## src/rtl/wave_rom_arbiter_pkg.sv

```systemverilog
// Shared constants and types for the waveform ROM arbiter.
// Player indices, default widths and the tag carried alongside each ROM read.
package wave_rom_arbiter_pkg;

   localparam int DEF_ADDR_W      = 10;
   localparam int DEF_DATA_W      = 16;
   localparam int DEF_ROM_LATENCY = 1;
   localparam int N_PLAYERS       = 3;

   localparam logic [1:0] P1 = 2'd0;
   localparam logic [1:0] P2 = 2'd1;
   localparam logic [1:0] P3 = 2'd2;

   typedef struct packed {
      logic       valid;
      logic [1:0] idx;
   } tag_t;

   function automatic logic [N_PLAYERS-1:0] onehot3(input logic [1:0] idx);
      logic [N_PLAYERS-1:0] v;
      v = '0;
      if (idx == P1) v[0] = 1'b1;
      if (idx == P2) v[1] = 1'b1;
      if (idx == P3) v[2] = 1'b1;
      return v;
   endfunction

endpackage

```

## src/rtl/wave_rom_arbiter_rr_pick3.sv

```systemverilog
// Combinational 3-way round-robin picker: search begins at the player after
// `last`, wrapping, and the first eligible player wins.
module rr_pick3
   import wave_rom_arbiter_pkg::*;
(
   input  logic [2:0] eligible,
   input  logic [1:0] last,
   output logic       grant_valid,
   output logic [1:0] grant_idx
);

   int start;
   int cand;

   always_comb begin
      grant_valid = 1'b0;
      grant_idx   = P1;
      start       = (last >= P3) ? 0 : int'(last) + 1;
      cand        = 0;
      // Walk offsets from farthest to nearest so the nearest eligible wins.
      for (int i = N_PLAYERS - 1; i >= 0; i--) begin
         cand = (start + i) % N_PLAYERS;
         if (eligible[cand]) begin
            grant_valid = 1'b1;
            grant_idx   = 2'(cand);
         end
      end
   end

endmodule

```

## src/rtl/wave_rom_arbiter.sv

```systemverilog
// Round-robin sharing of one synchronous waveform ROM among three note players;
// each grant carries a tag through the ROM latency so the sample returns to its owner.
module wave_rom_arbiter
   import wave_rom_arbiter_pkg::*;
#(
   parameter int ADDR_W      = DEF_ADDR_W,
   parameter int DATA_W      = DEF_DATA_W,
   parameter int ROM_LATENCY = DEF_ROM_LATENCY
) (
   input  logic              clk,
   input  logic              reset_n,
   input  logic              arb_enable,
   input  logic [2:0]        req,
   input  logic [ADDR_W-1:0] addr_1,
   input  logic [ADDR_W-1:0] addr_2,
   input  logic [ADDR_W-1:0] addr_3,
   output logic              rom_en,
   output logic [ADDR_W-1:0] rom_addr,
   input  logic [DATA_W-1:0] rom_data,
   output logic [DATA_W-1:0] sample,
   output logic [2:0]        ack,
   output logic              protocol_err
);

   logic [2:0]        busy_reg;
   logic [1:0]        last_reg;
   logic              rom_en_reg;
   logic [ADDR_W-1:0] rom_addr_reg;
   logic [DATA_W-1:0] sample_reg;
   logic [2:0]        ack_reg;
   logic              protocol_err_reg;

   logic [2:0]        eligible;
   logic              grant_valid;
   logic [1:0]        grant_idx;
   logic [ADDR_W-1:0] addr_sel;
   logic [2:0]        grant_vec;
   tag_t              tag_out;

   tag_t tag_line_reg [ROM_LATENCY+1];

   assign eligible  = arb_enable ? (req & ~busy_reg) : 3'b000;
   assign grant_vec = grant_valid ? onehot3(grant_idx) : 3'b000;
   assign tag_out   = tag_line_reg[ROM_LATENCY];

   rr_pick3 u_pick (
      .eligible    (eligible),
      .last        (last_reg),
      .grant_valid (grant_valid),
      .grant_idx   (grant_idx)
   );

   always_comb begin
      addr_sel = addr_1;
      case (grant_idx)
         P2:      addr_sel = addr_2;
         P3:      addr_sel = addr_3;
         default: addr_sel = addr_1;
      endcase
   end

   always_ff @(posedge clk or negedge reset_n) begin
      if (!reset_n) begin
         tag_line_reg[0] <= '0;
      end else begin
         tag_line_reg[0] <= '{valid: grant_valid, idx: grant_idx};
      end
   end

   for (genvar gi = 1; gi <= ROM_LATENCY; gi++) begin : g_tag_line
      always_ff @(posedge clk or negedge reset_n) begin
         if (!reset_n) tag_line_reg[gi] <= '0;
         else          tag_line_reg[gi] <= tag_line_reg[gi-1];
      end
   end

   always_ff @(posedge clk or negedge reset_n) begin
      if (!reset_n) begin
         busy_reg         <= '0;
         last_reg         <= P3;
         rom_en_reg       <= 1'b0;
         rom_addr_reg     <= '0;
         sample_reg       <= '0;
         ack_reg          <= '0;
         protocol_err_reg <= 1'b0;
      end else begin
         // busy stays set through the ack cycle, so the next grant is one cycle later.
         busy_reg   <= (busy_reg & ~ack_reg) | grant_vec;
         rom_en_reg <= grant_valid;
         if (grant_valid) begin
            last_reg     <= grant_idx;
            rom_addr_reg <= addr_sel;
         end
         if (tag_out.valid) begin
            sample_reg <= rom_data;
            ack_reg    <= onehot3(tag_out.idx);
         end else begin
            ack_reg    <= '0;
         end
         if (|(busy_reg & ~ack_reg & ~req)) protocol_err_reg <= 1'b1;
      end
   end

   assign rom_en       = rom_en_reg;
   assign rom_addr     = rom_addr_reg;
   assign sample       = sample_reg;
   assign ack          = ack_reg;
   assign protocol_err = protocol_err_reg;

endmodule
```

## config.mk

```make
export PLATFORM = sky130hd
export DESIGN_NAME = wave_rom_arbiter
export DESIGN_NICKNAME = d
export VERILOG_FILES = /design/src/rtl/wave_rom_arbiter_pkg.sv /design/src/rtl/wave_rom_arbiter_rr_pick3.sv /design/src/rtl/wave_rom_arbiter.sv
export SDC_FILE = /design/constraint.sdc
export NUM_CORES = 1
export LEC_CHECK = 0
export ABC_CLOCK_PERIOD_IN_PS = 2250
export CORE_MARGIN = 2
export CORE_UTILIZATION = 37
export CTS_CLUSTER_DIAMETER = 60
export DETAILED_ROUTE_END_ITERATION = 10
export GPL_TIMING_DRIVEN = 1
export PLACE_DENSITY = 0.87
export SKIP_LAST_GASP = 1
export SLEW_MARGIN = 5
export SYNTH_ARGS = -nofsm -noshare
export SYNTH_HDL_FRONTEND = slang
export SYNTH_SLANG_ARGS = --single-unit
```

## constraint.sdc

```tcl
create_clock -name clk -period 2.25 [get_ports clk]
set_clock_uncertainty 0.15 [all_clocks]
set_input_delay 0.5625 -clock clk [delete_from_list [all_inputs] [get_ports clk]]
set_output_delay 0.5625 -clock clk [all_outputs]
set_load 0.05 [all_outputs]
```

After elaboration in Yosys (flattened, before gate mapping)
Cells that the tools add are included.

Register bits after elaboration: 41. Logic and storage cells: 60. Output and inout port bits: 31. Input bits: 52.

Divide/modulo/power cells: 3. Eq/ne operators: 4. Bitwise logic cells: 7. $add $sub $neg: 3. Magnitude comparators: 4. Reductions and logical operators: 3. Muxes and demuxes: 26.

Operator list (number): 32-bit by 4-bit < comparator with 1-bit output, second input constant (3); 32-bit by 3-bit remainder unit with 32-bit output, second input constant (3); 32-bit by 2-bit adder with 32-bit output, second input constant (1); 32-bit by 3-bit adder with 32-bit output, second input constant (1); 32-bit two-way mux (1); 10-bit case mux with 2 select lines (1); 1-bit two-way mux (15); 3-bit AND (3); 3-bit two-way mux (3); 3-bit inverter (3); 1-bit binary-select mux with 2-bit select (3); 2-bit two-way mux (3); 2-bit by 1-bit equality test with 1-bit output, second input constant (2); 2-bit equality test, second input constant (2); 2-bit logical NOT (2); 2-bit by 1-bit adder with 3-bit output, second input constant (1); 3-bit bitwise OR (1); 3-bit OR reduction (1); 2-bit greater-or-equal comparator, second input constant (1).

Logic depth before layout (Yosys ltp)
Gate-level depths: netlist of the first run.

Word-level depth: 14. Depth in mapped cells: 8. Mapped depth without buffers: 7.

Modules after synthesis
From an unflattened synthesis of the first run, not the netlist that was laid out.

Cell total of the unflattened synthesis: 139. Area, all modules: 1773.0 µm².

Modules (own cells, without submodules): wave_rom_arbiter (instances 1, area an instance 1721.7 µm², cells each 131, sequential area each 1027.2 µm²); rr_pick3 (instances 1, area an instance 51.3 µm², cells each 8, sequential area each 0.0 µm²).

Least setup slack after synthesis of the first run
OpenSTA, ideal clock, no wires.

Kind: input to register. Start point: input req[1]. End point: register rom_addr_reg[4] (netlist: rom_addr[4]). Path buffers: 1. Data required time: 1975 ps. Slack: -72 ps. Cell stages on the path: 8. Data arrival time: 2047 ps. Library setup time: 125 ps. Path through: nor4bb_1 o221ai_1 and2_1 ha_1 clkbuf_1 a22oi_1 a21oi_1 mux2_4.

Word-level cells in the longest chain between the ends: 10. Elaborated cells between the ends (all ways): 20. Classes of those cells: eq/ne (2); mux (17); bitwise (1).

RTL lines: start, declared (RTL line wave_rom_arbiter.sv:13) `input logic [2:0] req,`; 3-bit AND * (RTL line wave_rom_arbiter.sv:42) `assign eligible = arb_enable ? (req & ~busy_reg) : 3'b000;`; 3-bit two-way mux * (RTL line wave_rom_arbiter.sv:42); 1-bit binary-select mux with 2-bit select (RTL line wave_rom_arbiter_rr_pick3.sv:23) `if (eligible[cand]) begin`; 1-bit two-way mux (not written as such) (2 in a row) (RTL line wave_rom_arbiter_rr_pick3.sv:23); 2-bit two-way mux (2 in a row) (RTL line wave_rom_arbiter_rr_pick3.sv:23); 2-bit two-way mux * (RTL line wave_rom_arbiter_rr_pick3.sv:23); net grant_idx[1] (RTL line wave_rom_arbiter.sv:35) `logic [1:0] grant_idx;`; 2-bit equality test / 2-bit by 1-bit equality test with 1-bit output (equally long branches) (RTL line wave_rom_arbiter.sv:55) `case (grant_idx)`; 10-bit case mux with 2 select lines * (RTL line wave_rom_arbiter.sv:55); end signal, assigned (RTL line wave_rom_arbiter.sv:92) `rom_addr_reg <= addr_sel;`; end, declared (RTL line wave_rom_arbiter.sv:28) `logic [ADDR_W-1:0] rom_addr_reg;`.

The timed path passes the listed nets; every way through them passes the cells marked *. The select of a mux whose other input is x is not followed. A chain may end at the register's enable or synchronous reset.

Worst setup path in the final report of the first run
Start point: input req[0]. End point: register rom_addr_reg[5] (netlist: rom_addr[5]).

Word-level cells in the longest chain between the ends: 10. Elaborated cells between the ends (all ways): 20. Classes of those cells: eq/ne (2); mux (17); bitwise (1).

RTL lines (RTL line): 3-bit AND * (wave_rom_arbiter.sv:42); 3-bit two-way mux * (wave_rom_arbiter.sv:42); 1-bit binary-select mux with 2-bit select (wave_rom_arbiter_rr_pick3.sv:23); 1-bit two-way mux (not written as such) (2 in a row) (wave_rom_arbiter_rr_pick3.sv:23); 2-bit two-way mux (3 in a row) (wave_rom_arbiter_rr_pick3.sv:23); 2-bit equality test / 2-bit by 1-bit equality test with 1-bit output (equally long branches) (wave_rom_arbiter.sv:55); 10-bit case mux with 2 select lines (wave_rom_arbiter.sv:55).

Every way passes the cells marked *; elsewhere a longest branch is shown, timed or not. The select of a mux whose other input is x is not followed.

==> results.tsv, run 1 <==
metric	value	unit
grt_use_total	17.7	%
htreeDepth	2	
final_area	0.00305	mm^2
areaGrowthSynthToFinish	68.9	%
worst_pin_slew	0.706	ns
row_count	25	
avgRoutedWirePerCell	15.4	um
rrSetupSlack	0.05	ns
io_buffer_count	82	
place_hpwl	3220	um
ys_ff_latch	41	
drt_iter0_markers	50	
n_antenna_cell	0	
final_core_util	64.5	%
crit_path_end_kind	register	
clk_latency	0.29	ns
synth_nets	195	
r2r-end	rom_addr[5]	
fmax	0.449	GHz
grt_max_degree	42	
first_global_vias	1604	
first_pass_iters	2	
crit_arrival	2.26	ns
synthCells	140	
routed_wl	4710	um
drc	0	
crit_path_max_fanout	11	
clk_pin_slew	0.09	ns
cp.required	2.28	ns
max-clock-path-buffers	2	
largest_reg_flops	16	
switchingPower	1.78	mW
cts_root_buf	clkbuf_8	
p_seq_share	30.0	%
relSlewSlack	52.9	%
power.internal	2.45	mW
dpl_worst_slack	-0.771	ns
layout-drive-gt1-share	31.5	%
io_pins	83	
synth_ff_type	dfrtp_1	
finalNetCount	292	
synth_area	0.00180	mm^2
worstSetupPathType	in2reg	
hold_viol	0	
yosysSeqAreaShare	56.9	%
multi_input_area	847	um^2
globalplace.congestion	0.774	
setup_viol	0	
powerDensity	1390	mW/mm^2
initial_core_util	38.2	%
rr_worst_depth	7	
synth_warnings	0	
hold_path.class	in2async	
power	4.23	mW
p_comb_share	53.0	%
cts_tree	yes	
ir_worst_vdd	0.991	mV
vias	1494	
drv_cap	0	
status	finished clean	
die_x	73.8	um
leakagePower	1.28	nW
grt_pass1_wl	7310	um
r2r-start	last_reg[0]	
numCtsBuffers	5	
ant_nets	0	
vias_per_cell	4.90	
placed_cells	293	
dpl_cell_area	0.00276	mm^2
worst_slack	0.0240	ns
die_h	73.8	um
swShare	42.1	%
start_kind	input port	
clkPwrFrac	17.0	%
core-area	0.00472	mm^2
cts_sinks	41	
fin_crit	2.23	ns
post-route-period-util	98.9	%
grt-ovfl-total	0	
cts_hold_buf	0	
avgSynthCellArea	12.9	um^2
slew_viol_final	0	
fillers	370	
synth_cell_types	28	
synth_edf_count	0	
seqCellArea	0.00103	mm^2
antenna_found_initial	0	
fin_cells	305	
die-area	0.00545	mm^2
synthArstFlopShare	100	%
rsz0062_at_grt	true	
## area by class of cell
cell class                      count  area share [%]
Sequential cell                    41            33.8
Timing Repair Buffer               97            30.8
Multi-Input combinational cell     89            27.8
Tap cell                           67            2.75
Clock buffer                        5            2.26
Clock inverter                      3            2.26
Inverter                            3           0.370
## cell families (layout without fill, tap and decap cells)
kind of cell             after synthesis  count (layout)  share of synthesized area (%)
AND/OR/NAND/NOR                       29              29                           9.15
buffers and inverters                 10             108                           2.63
adder cells (fa/ha/maj)                3               3                           2.08
multiplexers                          26              26                           17.5
AO/OA/AOI/OAI                         31              31                           11.7
flip-flops                            41              41                           56.9
## stage by stage
step / hold WS, ns / setup TNS [ns]
2_1_floorplan: 0.117 / 0
3_3_place_gp: 0.185 / -7.09
3_5_place_dp: 0.187 / -8.75
4_1_cts: 0.191 / 0
5_1_grt: 0.217 / -0.255
6_report: 0.167 / 0
## worst max-delay path by stage
| stage | startpoint | endpoint | slack, ns | depth (start not counted) |
|---|---|---|---|---|
| 6_report | req[0] | rom_addr[5] | 0.02 | 9 |
| 5_1_grt | req[0] | rom_addr[1] | -0.07 | 9 |
| 4_1_cts | ack[1] | ack[1] | 0.001 | 1 |
| 3_5_place_dp | arb_enable | rom_addr[6] | -0.77 | 8 |
| 3_3_place_gp | arb_enable | rom_addr[4] | -0.64 | 8 |
| 2_1_floorplan | req[1] | rom_addr[4] | 0.003 | 8 |
## critical path: stages
cell and delay (ns):
dlygate4sd2_1 0.26, nor2b_2 0.18, o221ai_2 0.25, nand2_2 0.12, buf_4 0.15, ha_4 0.21
a22oi_1 0.18, a21oi_1 0.09, mux2_4 0.26
## Yosys cell counts, types with 2 or more instances
| master | count | area (um^2) |
|---|---|---|
| nand3b_1 | 2 | 15.0 |
| dfrtp_1 | 40 | 1000 |
| and3b_1 | 2 | 17.5 |
| a22o_1 | 3 | 26.3 |
| nor3b_1 | 4 | 30.0 |
| inv_1 | 3 | 11.3 |
| and2_1 | 2 | 12.5 |
| clkbuf_1 | 4 | 15.0 |
| nor2_1 | 11 | 41.3 |
| ha_1 | 3 | 37.5 |
| buf_2 | 2 | 10.0 |
| a22oi_1 | 10 | 75.1 |
| o21a_1 | 2 | 15.0 |
| nor2b_1 | 3 | 18.8 |
| a21oi_1 | 11 | 55.1 |
| mux2_2 | 20 | 225 |
| mux2_4 | 6 | 90.1 |
| nand2_1 | 2 | 7.51 |
## cell usage in the layout (no fill, tap or decap), types with 4 or more instances in the layout
cell type	count
a22oi_2	5
a21oi_1	11
mux2_2	20
dfrtp_1	39
nor2_1	8
a22oi_1	5
clkdlybuf4s50_1	73
nor3b_1	4
buf_4	15
clkbuf_8	5
mux2_4	6
## what timing repair did
| item | CTS | global route |
|---|---|---|
| resized for setup | 20 | 15 |
| setup buffers | 2 | 2 |
| endpoints found under the setup margin | 12 | 12 |
| pin swaps | 5 | 4 |
| cloned | 0 | 0 |
## power by group through the flow
| stage | logic [mW] | clock network, mW | registers (mW) |
|---|---|---|---|
| final | 2.24 | 0.720 | 1.27 |
| after global routing | 2.36 | 0.756 | 1.31 |
| after CTS | 2.20 | 0.729 | 1.26 |
| after detailed placement | 2.14 | 0 | 1.25 |
| after global placement | 2.09 | 0 | 1.24 |
| after floorplan | 0.585 | 0 | 2.02 |
## per-layer routing
| layer | share of wire (%) | global-route usage [%] | up-vias |
|---|---|---|---|
| met4 | 1.7 | 6.67 | 0 |
| met2 | 54 | 31.0 | 54 |
| met3 | 5.0 | 3.84 | 11 |
| met1 | 39 | 21.0 | 734 |
| met5 | 0 | 0 | - |
| li1 | - | - | 695 |
Note: power is estimated with default switching activity, not from simulation.
==> run 2: changes to the inputs <==
--- a/config.mk
+++ b/config.mk
@@ -7,11 +7,12 @@
 export LEC_CHECK = 0
 export ABC_CLOCK_PERIOD_IN_PS = 2250
 export CORE_MARGIN = 2
-export CORE_UTILIZATION = 37
+export CORE_UTILIZATION = 38
+export CTS_BUF_LIST = sky130_fd_sc_hd__clkbuf_4
 export CTS_CLUSTER_DIAMETER = 60
 export DETAILED_ROUTE_END_ITERATION = 10
 export GPL_TIMING_DRIVEN = 1
-export PLACE_DENSITY = 0.87
+export PLACE_DENSITY = 0.89
 export SKIP_LAST_GASP = 1
 export SLEW_MARGIN = 5
 export SYNTH_ARGS = -nofsm -noshare
==> run 2 against run 1 <==
  * Worst hold slack got worse by 0.16 ns
  * Sequential share of layout area increased by 0.81 points
  * Routed wire length shrank 6.6%
  * Count of clock-buffer cells in the layout unchanged
  * Die area is 2.5% lower
==> results.tsv, run 2 (synthesized netlist as in run 1, its figures left out) <==
metric	value	unit
status	finished clean	
r2r-start	busy_reg[1]	
relSlewSlack	52.2	%
row_count	25	
critPathCapture	rom_addr[9]	
final_core_util	63.8	%
fmax	0.464	GHz
routed_wl	4400	um
crit_arrival	2.24	ns
slew_viol_final	0	
ant_nets	0	
rrSetupSlack	0.10	ns
crit_start	arb_enable	
p_seq_share	32.6	%
mostFrequentLayoutCell	clkdlybuf4s50_1	
cts_tree	yes	
crit_path_max_fanout	10	
grt_use_total	17.1	%
die-area	0.00532	mm^2
areaGrowthSynthToFinish	64.9	%
drt_iter0_markers	61	
post-route-period-util	95.8	%
antenna_found_initial	0	
drc	0	
first_global_vias	1472	
place_hpwl	3160	um
hold_viol	0	
initial_core_util	38.7	%
vias	1498	
clk_pin_slew	0.13	ns
r2r-end	rom_addr[9]	
leakagePower	1.38	nW
cp.required	2.33	ns
placed_cells	282	
setup_viol	0	
drv_cap	0	
swShare	44.5	%
hold_path.class	in2async	
final_cell_mix	clkdlybuf4s50_1 (46), dfrtp_1 (39), mux2_2 (20)	
grt-ovfl-total	0	
worstSetupPathType	in2reg	
rr_worst_depth	7	
die_h	72.9	um
grt_pass1_wl	6870	um
n_antenna_cell	0	
avgRoutedWirePerCell	15.0	um
clkPwrFrac	12.3	%
layout-drive-gt1-share	27.6	%
core-area	0.00466	mm^2
switchingPower	1.71	mW
start_kind	input port	
numCtsBuffers	5	
ir_worst_vdd	0.696	mV
vias_per_cell	5.11	
finalNetCount	293	
globalplace.congestion	0.779	
power	3.83	mW
first_pass_iters	4	
die_x	72.9	um
powerDensity	1290	mW/mm^2
p_comb_share	55.1	%
largest_reg_flops	16	
htreeDepth	2	
cts_root_buf	clkbuf_4	
io_buffer_count	82	
max-clock-path-buffers	2	
clk_latency	0.34	ns
cts_sinks	41	
rsz0062_at_grt	true	
crit_path_end_kind	register	
fin_crit	2.16	ns
worst_pin_slew	0.717	ns
power.internal	2.13	mW
fin_cells	293	
cts_hold_buf	0	
grt_max_degree	22	
io_pins	83	
[run 2: stage by stage]
| stage | instance area [um^2] | hold slack [ns] | worst slack, ns | setup TNS [ns] |
|---|---|---|---|---|
| after detailed placement | 2770 | 0.190 | -0.672 | -7.40 |
| after CTS | 2940 | 0.0113 | 0.00527 | 0 |
| after global routing | 2980 | 0.0181 | -0.00893 | -0.00931 |
| final | 2980 | 0.00894 | 0.0944 | 0 |
| after global placement | 2770 | 0.184 | -0.623 | -6.88 |
| after floorplan | 1810 | 0.117 | 0.00331 | 0 |
[run 2: cell type report]
type	instances	area, um^2
Clock buffer	5	37.5
Clock inverter	3	41.3
Fill cell	391	1690
Inverter	3	11.3
Multi-Input combinational cell	89	817
Sequential cell	41	1030
Tap cell	54	67.6
Timing Repair Buffer	98	972
[run 2: metal layers]
metal	track usage, %	wire length (um)
met1	20.8	1780
met2	29.9	2360
met3	3.31	227
met4	6.38	38
met5	0	0
[run 2: how the worst min path moves through the flow]
| stage | start | to | slack [ns] |
|---|---|---|---|
| floorplan | reset_n | ack[0] | 0.12 |
| finish | reset_n | ack[0] | 0.009 |
| global route | reset_n | ack[2] | 0.02 |
| detailed placement | tag_line_reg[3] | tag_line_reg[0] | 0.19 |
| global placement | tag_line_reg[3] | tag_line_reg[0] | 0.18 |
| CTS | reset_n | ack[2] | 0.01 |
[run 2: critical path, stage by stage]
cell	delay, ns
clkdlybuf4s15_1	0.28
nand3b_1	0.14
o21a_1	0.23
o21bai_2	0.21
ha_4	0.23
buf_4	0.16
nor2_1	0.10
a21oi_1	0.06
mux2_4	0.26
[run 2: repair_timing]
action,in CTS,in global routing
setup buffers,3,0
cloned,0,0
setup endpoints to repair,27,24
resized for setup,36,16
pin swaps,5,2
[run 2: power groups by stage]
stage                     Clock [mW]  Combinational (mW)  Sequential, mW
after floorplan                    0               0.585            2.02
after global placement             0                2.09            1.24
after detailed placement           0                2.13            1.25
after CTS                      0.490                2.13            1.25
after global routing           0.519                2.22            1.30
final                          0.471                2.11            1.25
==> run 3: changes to the inputs <==
--- a/config.mk
+++ b/config.mk
@@ -6,13 +6,16 @@
 export NUM_CORES = 1
 export LEC_CHECK = 0
 export ABC_CLOCK_PERIOD_IN_PS = 2250
+export CAP_MARGIN = 40
+export CELL_PAD_IN_SITES_DETAIL_PLACEMENT = 0
+export CELL_PAD_IN_SITES_GLOBAL_PLACEMENT = 1
 export CORE_MARGIN = 2
-export CORE_UTILIZATION = 38
+export CORE_UTILIZATION = 29
 export CTS_BUF_LIST = sky130_fd_sc_hd__clkbuf_4
 export CTS_CLUSTER_DIAMETER = 60
 export DETAILED_ROUTE_END_ITERATION = 10
 export GPL_TIMING_DRIVEN = 1
-export PLACE_DENSITY = 0.89
+export PLACE_DENSITY = 0.88
 export SKIP_LAST_GASP = 1
 export SLEW_MARGIN = 5
 export SYNTH_ARGS = -nofsm -noshare
==> run 3 against run 2 <==
  * Sequential share of layout area is 0.089 points higher
  * Total power shrank 2.5%
  * Register-to-register slack gained 0.03 ns
  * First-iteration DRC count decreased by 25%
  * Flip-flop and latch count unchanged
  * Global-route usage fell by 4.4 points
  * Setup slack got worse by 0.018 ns
==> results.tsv, run 3 (synthesized netlist as in run 1, its figures left out) <==
metric	value	unit
areaGrowthSynthToFinish	64.3	%
fin_cells	310	
grt_max_degree	42	
globalplace.congestion	0.717	
largest_reg_flops	16	
avgRoutedWirePerCell	13.7	um
crit_start	arb_enable	
antenna_found_initial	0	
layout-drive-gt1-share	29.4	%
slew_viol_final	0	
htreeDepth	2	
ant_nets	0	
hold_viol	0	
cts_sinks	41	
crit_path_end_kind	register	
critPathCapture	rom_addr[9]	
post-route-period-util	96.6	%
drt_iter0_markers	46	
finalNetCount	289	
worst_pin_slew	0.699	ns
drv_cap	0	
core-area	0.00596	mm^2
rr_worst_depth	7	
powerDensity	1260	mW/mm^2
first_global_vias	1506	
grt_use_total	12.7	%
start_kind	input port	
first_pass_iters	4	
n_antenna_cell	0	
hold_path.class	reg2reg	
mostFrequentLayoutCell	clkdlybuf4s50_1	
drc	0	
clk_latency	0.34	ns
path_cells	dlygate4sd2_1 -> nor4bb_4 -> o221ai_2 -> and2_4 -> ha_4 -> a22oi_1 -> a21oi_1 -> mux2_4	
r2r-end	rom_addr[9]	
rrSetupSlack	0.13	ns
leakagePower	1.35	nW
grt-ovfl-total	0	
numCtsBuffers	5	
die_h	82.9	um
die-area	0.00687	mm^2
cp_slowest_cell	nor4bb_4	
io_buffer_count	82	
clk_pin_slew	0.11	ns
setup_viol	0	
worstSetupPathType	in2reg	
rsz0062_at_grt	false	
max-clock-path-buffers	2	
cp.required	2.33	ns
grt_pass1_wl	7040	um
vias	1440	
final_cell_mix	clkdlybuf4s50_1 (46), dfrtp_1 (40), mux2_2 (20)	
status	finished clean	
placed_cells	299	
tns	0	ns
crit_family	simple AND/OR/NAND/NOR gates	
fin_crit	2.17	ns
r2r-start	busy_reg[1]	
vias_per_cell	4.65	
cts_root_buf	clkbuf_4	
cts_tree	yes	
crit_arrival	2.26	ns
die_x	82.9	um
cpPeakStageDelay	0.33	ns
fmax	0.460	GHz
place_hpwl	3120	um
relSlewSlack	53.4	%
io_pins	83	
min_from	tag_line_reg[3]	
routed_wl	4260	um
row_count	28	
final_area	0.00296	mm^2
crit_path_max_fanout	11	
ir_worst_vdd	0.589	mV
crit_buf_inv	1	
cp.depth	8	
dpl_cell_area	0.00276	mm^2
initial_core_util	30.3	%
## run 3: power breakdown
group	switching, mW	internal (mW)	leakage (nW)
logic	1.24	0.864	0.823
registers	0.212	1.03	0.490
clock network	0.227	0.161	0.0368
## run 3: routing by layer
metal	vias to the layer above	wire length (um)	track usage, %
li1	693	-	-
met1	678	1800	14.0
met2	63	2050	22.0
met3	6	356	6.06
met4	0	52	3.13
met5	-	0	0
## run 3: final cells by class
cell class | instances | area, um^2
inverter | 3 | 11.3
tap | 75 | 93.8
clock buffer | 8 | 60.1
timing repair buffer | 94 | 945
multi-input combinational | 89 | 827
fill | 560 | 2990
sequential | 41 | 1030
## run 3: repair_timing
| item | 4_1_cts | 5_1_grt |
|---|---|---|
| endpoints found under the setup margin | 19 | 14 |
| setup buffers | 2 | 0 |
| hold endpoints to repair | 0 | 9 |
| hold buffers | 0 | 1 |
| pin swaps | 6 | 0 |
| resized for setup | 31 | 14 |
## run 3: per-stage QoR
step	power (mW)	setup slack, ns	util, %	hold slack [ns]
2_1_floorplan	2.61	0.00331	-	0.117
3_3_place_gp	3.34	-0.630	46.4	0.184
3_5_place_dp	3.36	-0.682	46.4	0.186
4_1_cts	3.80	0.00217	49.0	0.00590
5_1_grt	3.95	0.0470	49.8	0.219
6_report	3.74	0.0764	49.8	0.210
## run 3: how the worst min path moves through the flow
stage	cells after the start	end	slack, ns
floorplan	0	ack[0]	0.12
global placement	0	tag_line_reg[0]	0.18
detailed placement	0	tag_line_reg[0]	0.19
CTS	2	rom_addr[8]	0.006
global route	0	tag_line_reg[0]	0.22
finish	0	tag_line_reg[0]	0.21
